[src/rtl/div_issue_ctrl_pkg.sv]
// rtl/div_issue_ctrl_pkg.sv - op codes, divider handshake levels and DivCtl state encoding
package div_issue_ctrl_pkg;

    localparam logic [7:0] EXE_NOP_OP     = 8'b0000_0000;
    localparam logic [7:0] EXE_DIV_OP     = 8'b0001_1010;
    localparam logic [7:0] EXE_DIVU_OP    = 8'b0001_1011;

    localparam logic       DivStart       = 1'b1;
    localparam logic       DivStop        = 1'b0;
    localparam logic       DivResultReady = 1'b1;

    typedef enum logic [1:0] {
        DIVCTL_IDLE  = 2'b00,
        DIVCTL_BUSY  = 2'b01,
        DIVCTL_DONE  = 2'b10,
        DIVCTL_ABORT = 2'b11
    } divctl_state_e;

    function automatic logic is_div_op(input logic [7:0] op);
        return (op == EXE_DIV_OP) || (op == EXE_DIVU_OP);
    endfunction

endpackage

[src/rtl/hilo_reg.sv]
// rtl/hilo_reg.sv - architectural HI/LO pair with prioritized divider and WB write ports
module hilo_reg (
    input  logic        i_clk,
    input  logic        i_rst_n,
    input  logic        i_div_we,
    input  logic [31:0] i_div_hi,
    input  logic [31:0] i_div_lo,
    input  logic        i_wb_we,
    input  logic [31:0] i_wb_hi,
    input  logic [31:0] i_wb_lo,
    output logic [31:0] o_hi,
    output logic [31:0] o_lo
);

    logic [31:0] r_hi;
    logic [31:0] r_lo;

    // Divider capture wins over WB: the divide in EX is younger than the MTHI/MTLO in WB
    always_ff @(posedge i_clk or negedge i_rst_n) begin
        if (!i_rst_n) begin
            r_hi <= 32'h0;
            r_lo <= 32'h0;
        end else if (i_div_we) begin
            r_hi <= i_div_hi;
            r_lo <= i_div_lo;
        end else if (i_wb_we) begin
            r_hi <= i_wb_hi;
            r_lo <= i_wb_lo;
        end
    end

    assign o_hi = r_hi;
    assign o_lo = r_lo;

endmodule

[src/rtl/div_issue_ctrl.sv]
// rtl/div_issue_ctrl.sv - EX-stage issue/stall/commit controller for the iterative divider
module div_issue_ctrl
    import div_issue_ctrl_pkg::*;
(
    input  logic        clk,
    input  logic        rst,
    input  logic [7:0]  op_i,
    input  logic [31:0] reg1_i,
    input  logic [31:0] reg2_i,
    input  logic        flush_i,
    input  logic        stall_i,
    input  logic        whilo_i,
    input  logic [31:0] hi_i,
    input  logic [31:0] lo_i,
    output logic [7:0]  div_op_o,
    output logic [31:0] div_opdata1_o,
    output logic [31:0] div_opdata2_o,
    output logic        div_start_o,
    output logic        div_annul_o,
    input  logic [63:0] div_result_i,
    input  logic        div_ready_i,
    output logic        stallreq_o,
    output logic [31:0] hi_o,
    output logic [31:0] lo_o
);

    divctl_state_e r_state;
    divctl_state_e w_next_state;
    logic          r_ab_cnt;
    logic          w_ab_cnt_next;
    logic          w_is_div;
    logic          w_ready;
    logic          w_start;
    logic          w_annul;
    logic          w_stallreq;
    logic          w_capture;

    assign w_is_div = is_div_op(op_i);
    assign w_ready  = (div_ready_i == DivResultReady);

    // State and abort-drain counter register
    always_ff @(posedge clk or negedge rst) begin
        if (!rst) begin
            r_state  <= DIVCTL_IDLE;
            r_ab_cnt <= 1'b0;
        end else begin
            r_state  <= w_next_state;
            r_ab_cnt <= w_ab_cnt_next;
        end
    end

    // Next state plus divider handshake, stall request and capture strobe
    always_comb begin
        w_next_state  = r_state;
        w_ab_cnt_next = 1'b0;
        w_start       = DivStop;
        w_annul       = 1'b0;
        w_stallreq    = 1'b0;
        w_capture     = 1'b0;
        case (r_state)
            DIVCTL_IDLE: begin
                if (w_is_div && !flush_i) begin
                    w_start      = DivStart;
                    w_stallreq   = 1'b1;
                    w_next_state = DIVCTL_BUSY;
                end
            end
            DIVCTL_BUSY: begin
                // Dropping start in the ready cycle lets the divider free itself for a following divide
                w_start    = w_ready ? DivStop : DivStart;
                w_stallreq = !w_ready;
                if (flush_i) begin
                    w_next_state = DIVCTL_ABORT;
                end else if (w_ready) begin
                    w_capture    = 1'b1;
                    w_next_state = stall_i ? DIVCTL_DONE : DIVCTL_IDLE;
                end
            end
            DIVCTL_DONE: begin
                // Result already committed; wait for EX to advance without re-issuing
                if (flush_i) begin
                    w_next_state = DIVCTL_ABORT;
                end else if (!stall_i) begin
                    w_next_state = DIVCTL_IDLE;
                end
            end
            DIVCTL_ABORT: begin
                // Two annul cycles let the divider drain back to its free state
                w_annul       = 1'b1;
                w_stallreq    = w_is_div;
                w_ab_cnt_next = ~r_ab_cnt;
                if (r_ab_cnt) begin
                    w_next_state = DIVCTL_IDLE;
                end
            end
            default: begin
                w_next_state = DIVCTL_IDLE;
            end
        endcase
    end

    assign div_op_o      = op_i;
    assign div_opdata1_o = reg1_i;
    assign div_opdata2_o = reg2_i;
    assign div_start_o   = w_start & rst;
    assign div_annul_o   = w_annul & rst;
    assign stallreq_o    = w_stallreq & rst;

    hilo_reg u_hilo_reg (
        .i_clk    (clk),
        .i_rst_n  (rst),
        .i_div_we (w_capture),
        .i_div_hi (div_result_i[63:32]),
        .i_div_lo (div_result_i[31:0]),
        .i_wb_we  (whilo_i),
        .i_wb_hi  (hi_i),
        .i_wb_lo  (lo_i),
        .o_hi     (hi_o),
        .o_lo     (lo_o)
    );

endmodule

[config.mk]
export PLATFORM = sky130hd
export DESIGN_NAME = div_issue_ctrl
export DESIGN_NICKNAME = d
export VERILOG_FILES = /design/src/rtl/div_issue_ctrl_pkg.sv /design/src/rtl/hilo_reg.sv /design/src/rtl/div_issue_ctrl.sv
export SDC_FILE = /design/constraint.sdc
export NUM_CORES = 1
export LEC_CHECK = 0
export BUFFER_PORTS_ARGS = -buffer_cell sky130_fd_sc_hd__buf_2
export CAP_MARGIN = 20
export CELL_PAD_IN_SITES_DETAIL_PLACEMENT = 1
export CELL_PAD_IN_SITES_GLOBAL_PLACEMENT = 1
export CORE_ASPECT_RATIO = 1.75
export CORE_MARGIN = 5
export CORE_UTILIZATION = 23
export DETAILED_ROUTE_END_ITERATION = 8
export PLACE_DENSITY = 0.74
export SLEW_MARGIN = 10
export SYNTH_ARGS = -nofsm -noshare
export SYNTH_HDL_FRONTEND = slang
export SYNTH_SLANG_ARGS = --single-unit
[constraint.sdc]
create_clock -name clk -period 1.3 [get_ports clk]
set_input_delay 0.195 -clock clk [delete_from_list [all_inputs] [get_ports clk]]
set_output_delay 0.195 -clock clk [all_outputs]
set_load 0.05 [all_outputs]
== After elaboration in Yosys (flattened, before gate mapping) ==
Index checks and enable logic that the tools add are counted.
Widths: inputs -> output; s select.

* Bits in registers: 67
* Word-level logic and storage cells: 45
* Input port bits: 206

* Bitwise operators: 4
* Mux-type cells: 21
* Reduce and logical (&&, ||, !) cells: 7
* Equal/unequal tests: 9

{| class="wikitable"
|+ Operators with widths
! kind !! number
|-
| $mux 32 || 4
|-
| $eq 8x5->1 const B || 2
|-
| $mux 2 || 7
|-
| $pmux 2 s4 || 1
|-
| $mux 1 || 7
|-
| $ne 3x3->1 const B || 2
|-
| $eq 2x2->1 const B || 2
|-
| $ne 2x2->1 const B || 2
|-
| $reduce_and 4->1 || 1
|-
| $and 1x1->1 || 3
|-
| $pmux 1 s3 || 1
|-
| $eq 2x1->1 const B || 1
|-
| $logic_not 1->1 || 2
|-
| $logic_not 2->1 || 1
|-
| $pmux 1 s2 || 1
|-
| $reduce_bool 2->1 || 1
|-
| $logic_and 1x1->1 || 1
|-
| $logic_or 1x1->1 || 1
|-
| $not 1->1 || 1
|}

== Logic depth before layout (Yosys ltp) ==
* Depth in word-level cells: 6
* Gate-level depth with buffers: 7

== Cells and area by module ==
From an unflattened synthesis, not the netlist that was laid out.

* Cell total of the unflattened synthesis: 376
* Area, all modules: 3751.1 um2

{| class="wikitable"
|+ By module, submodules not included
! module !! seq. area each (um2) !! times used !! area each (um2) !! cells an instance
|-
| hilo_reg || 1601.5 || 1 || 2967.8 || 277
|-
| div_issue_ctrl || 75.1 || 1 || 783.3 || 99
|}

== Worst setup path after synthesis ==
Ideal clock, no wire load.

* Path type: register to output
* Start: reg r_state[1]
* End: out stallreq_o
* Stages on the path, launching flop included: 5
* Arrival time: 1.514 ns
* Path slack: -0.409 ns
* Path through: dfrtp_1 -> buf_2 -> or3_1 -> a211oi_1 -> o21a_1

* Longest elaborated chain between the ends: 3

{| class="wikitable"
|+ Ends and longest elaborated chain
! what !! line !! text
|-
| from (decl) || div_issue_ctrl.sv:27 || <nowiki>divctl_state_e r_state;</nowiki>
|-
| from (signal assigned) || div_issue_ctrl.sv:47 || <nowiki>r_state <= w_next_state;</nowiki>
|-
| $eq 2x2->1, or another cell as far along || div_issue_ctrl.sv:60 || <nowiki>case (r_state)</nowiki>
|-
| $pmux 1 s3 (*) || div_issue_ctrl.sv:60 ||
|-
| $and 1x1->1 (*) || div_issue_ctrl.sv:107 || <nowiki>assign stallreq_o = w_stallreq & rst;</nowiki>
|-
| to (decl) || div_issue_ctrl.sv:22 || <nowiki>output logic stallreq_o,</nowiki>
|}

Every way passes the cells marked *; elsewhere a longest branch is shown, timed or not.

== Final worst setup path ==
Same ends and word-level chain as after synthesis.

==> key figures <==
Status
  • Status: finished, violations left
  • Violated checks: hold timing, setup timing

Run
  • Max Cap Viol: 0

Route
  • Remaining DRCs: 0
  • Drt first-iter violations: 74
  • Via/cell ratio: 4.63
  • Drt first pass iters: 4
  • DR WL/cell: 20.6 um
  • Post-DRT Antenna Nets: 0
  • Vias: 3457
  • Routed Wire Length: 15300 um

Power
  • VDD IR max: 0.749 mV
  • Pwr dens: 1900 nW/um^2
  • Pleak: 2.94 nW
  • Power Total: 0.0111 W

Timing
  • WHS: -14.6 ps
  • Fin crit share: 136%
  • RSZ-0062 raised after global routing: true
  • Max-slew violation count: 0
  • Fin. Hold Viols: 31
  • Rel. slew slack: 76.1%
  • Fmax: 0.565 GHz
  • Worst slew pin tran: 359 ps
  • # setup viols final: 67
  • Post-route setup slack: -470 ps
  • Final clock skew: 5.88 ps
  • Min Tclk post-route: 1770 ps

Synthesis
  • Yosys warning count: 0
  • Netlist Area Pre-Place: 3720 sq um
  • Top cell type by total area after synthesis: dfrtp_1
  • Register area share after synthesis: 45.1%
  • Post-synth top area share: 45.1%
  • Mapped Avg Cell Area: 9.84 sq um
  • Top cells by area, synth: dfrtp_1 (45%), mux2i_1 (17%), buf_4 (15%)
  • Syn Inst Count: 378
  • Synth unique cells: 27
  • Synthesized flop and latch total: 67
  • Syn nets: 584

GRT
  • GRT Util Overall: 16.1%
  • Global-route wire length before repair: 22800 um
  • Initial antenna violation count: 1
  • M2 GR Usage: 30.6%
  • Pin count of the biggest net entering global routing: 66
  • GRT busiest layer: met2
  • GR Util met1: 14.6%
  • GRT Residual Overflow: 0
  • Grt met3 use: 4.17%
  • Vias in the first global route: 4040

Placement
  • Dpl ws: -452 ps
  • Placed instance count: 700
  • Placer congestion estimate: 0.765
  • PortBufs: 214
  • Hpwl dp: 9770 um

Die
  • Core ar.: 15900 sq um
  • Die Y: 178 um
  • Die area: 18900 sq um
  • Die width: 106 um
  • # IOs: 345
  • FP Rows: 61
  • Initial Util: 23.4%

CTS
  • Clock transition at path regs: 60 ps
  • H-tree Lvls: 3
  • Clk root buf: clkbuf_16
  • CTS Sinks: 67
  • Total clock buffers created by CTS: 9
  • Bufs on Longest Clock Path: 2
  • CTS tree: built
  • Clk_lat worst skew: 320 ps

Hold path
  • Hold Path Class: in2async

Final layout
  • Share of layout cells above drive strength 1: 65.7%
  • Layout Nets: 758
  • N_diodes: 0
  • Post-route insts no fill: 746
  • Area grow syn2layout: 57.4%

Worst setup path
  • Setup crit end kind: primary output
  • WP data required: 1110 ps
  • Critical path class: reg2out
  • CP Max Fanout: 2
  • Slack of the worst reg-to-reg path: -390 ps
  • Critical Path AT: 1580 ps
  • Critical Path Source Type: register
[timing repair]
| item | in CTS | in global routing |
|---|---|---|
| endpoints found under the setup margin | 67 | 68 |
| pin swaps | 2 | 6 |
| gates cloned | 15 | 0 |
| gates resized for setup | 152 | 54 |
| hold buffers | 1 | 0 |
| buffers inserted | 20 | 4 |
| hold endpoints to repair | 2 | 0 |
[final timing paths]
path	end	from	cells after the start
max in group asynchronous	r_ab_cnt$_DFF_PN0_	rst	2
worst max-delay path	stallreq_o	r_state[1]$_DFFE_PN0P_	4
worst min-delay path	u_hilo_reg.o_lo[5]$_DFFE_PN0P_	rst	2
worst min register to register	r_ab_cnt$_DFF_PN0_	r_ab_cnt$_DFF_PN0_	1
min in group clk	u_hilo_reg.o_lo[13]$_DFFE_PN0P_	div_result_i[13]	3
worst max register to register	u_hilo_reg.o_hi[24]$_DFFE_PN0P_	r_state[1]$_DFFE_PN0P_	9
[synthesized netlist by cell type]
cell / instances
buf_4: 73
o32ai_1: 1
or3_1: 1
nand3b_1: 1
and4bb_1: 1
inv_1: 2
o21ai_1: 6
nand2_1: 66
o211a_1: 1
or4b_4: 1
a21oi_1: 2
buf_2: 13
clkbuf_1: 2
nor4_2: 1
o21ai_0: 60
mux2i_1: 64
dfrtp_1: 67
a211oi_1: 1
clkbuf_2: 3
nor2_1: 2
o21a_1: 1
buf_6: 4
nor3_1: 1
nand3_1: 1
a211o_1: 1
and3_1: 1
nand2b_1: 1
[stage by stage]
| step | cell area (sq um) | utilization, % | setup TNS, ps |
|---|---|---|---|
| floorplan | 3750 | - | -333 |
| global placement | 4550 | 28.6 | -7570 |
| detailed placement | 4550 | 28.6 | -10350 |
| CTS | 5820 | 36.7 | -21190 |
| global route | 5850 | 36.9 | -25340 |
| finish | 5850 | 36.9 | -20810 |
[cell usage in the layout (no fill, tap or decap)]
master / n
nand2_1: 20
a21oi_1: 2
buf_16: 10
o21a_4: 1
clkbuf_8: 1
clkinv_2: 1
buf_2: 209
o32ai_1: 1
and3_4: 1
nand3b_1: 1
mux2i_1: 64
and4bb_4: 1
nor3_1: 1
nand2_4: 15
o21ai_0: 2
clkbuf_16: 9
buf_12: 13
clkinv_4: 2
inv_1: 2
a211o_1: 1
buf_6: 7
nand2_2: 31
or3_4: 1
o21ai_1: 25
nand3_1: 1
or4b_4: 1
dfrtp_1: 67
buf_8: 7
nor2_1: 2
nand2b_1: 1
bufinv_16: 3
dlygate4sd3_1: 1
o21ai_2: 39
a211oi_2: 1
o211a_4: 1
nor4_2: 1
buf_4: 11
[cells by family after synthesis]
group / after synthesis / synth area share [%]
AO/OA/AOI/OAI: 73 / 10.3
buffers and inverters: 97 / 18.5
flip-flops: 67 / 45.1
multiplexers: 64 / 17.2
AND/OR/NAND/NOR: 77 / 8.88
[where the power goes]
group / switching (W) / internal, W
Combinational: 0.00347 / 0.00177
Sequential: 0.000327 / 0.00267
Clock: 0.000961 / 0.00193
Total: 0.00476 / 0.00637
[critical path, cell delays in order (launching register included)]
cell and delay, ps:
dfrtp_1 380, or3_4 380, a211oi_2 210, o21a_4 150, buf_8 130
[layout make-up]
class | instances | area (sq um)
multi-input combinational | 214 | 1720
tap | 189 | 236
fill | 1828 | 10000
clock inverter | 6 | 113
inverter | 2 | 7.51
sequential | 67 | 1680
timing repair buffer | 258 | 1860
clock buffer | 10 | 239
[layer usage]
layer / share of wire (%) / wire, um
met5: 0.059 / 9
met4: 6.1 / 934
met1: 30 / 4640
met2: 57 / 8720
met3: 6.7 / 1030
[registers in the layout, summed over array words and instances (netlist names)]
| name | cells |
|---|---|
| u_hilo_reg.o_hi | 32 |
| r_ab_cnt | 1 |
| u_hilo_reg.o_lo | 32 |
| r_state | 2 |
Power figures use the tool's default switching activity.
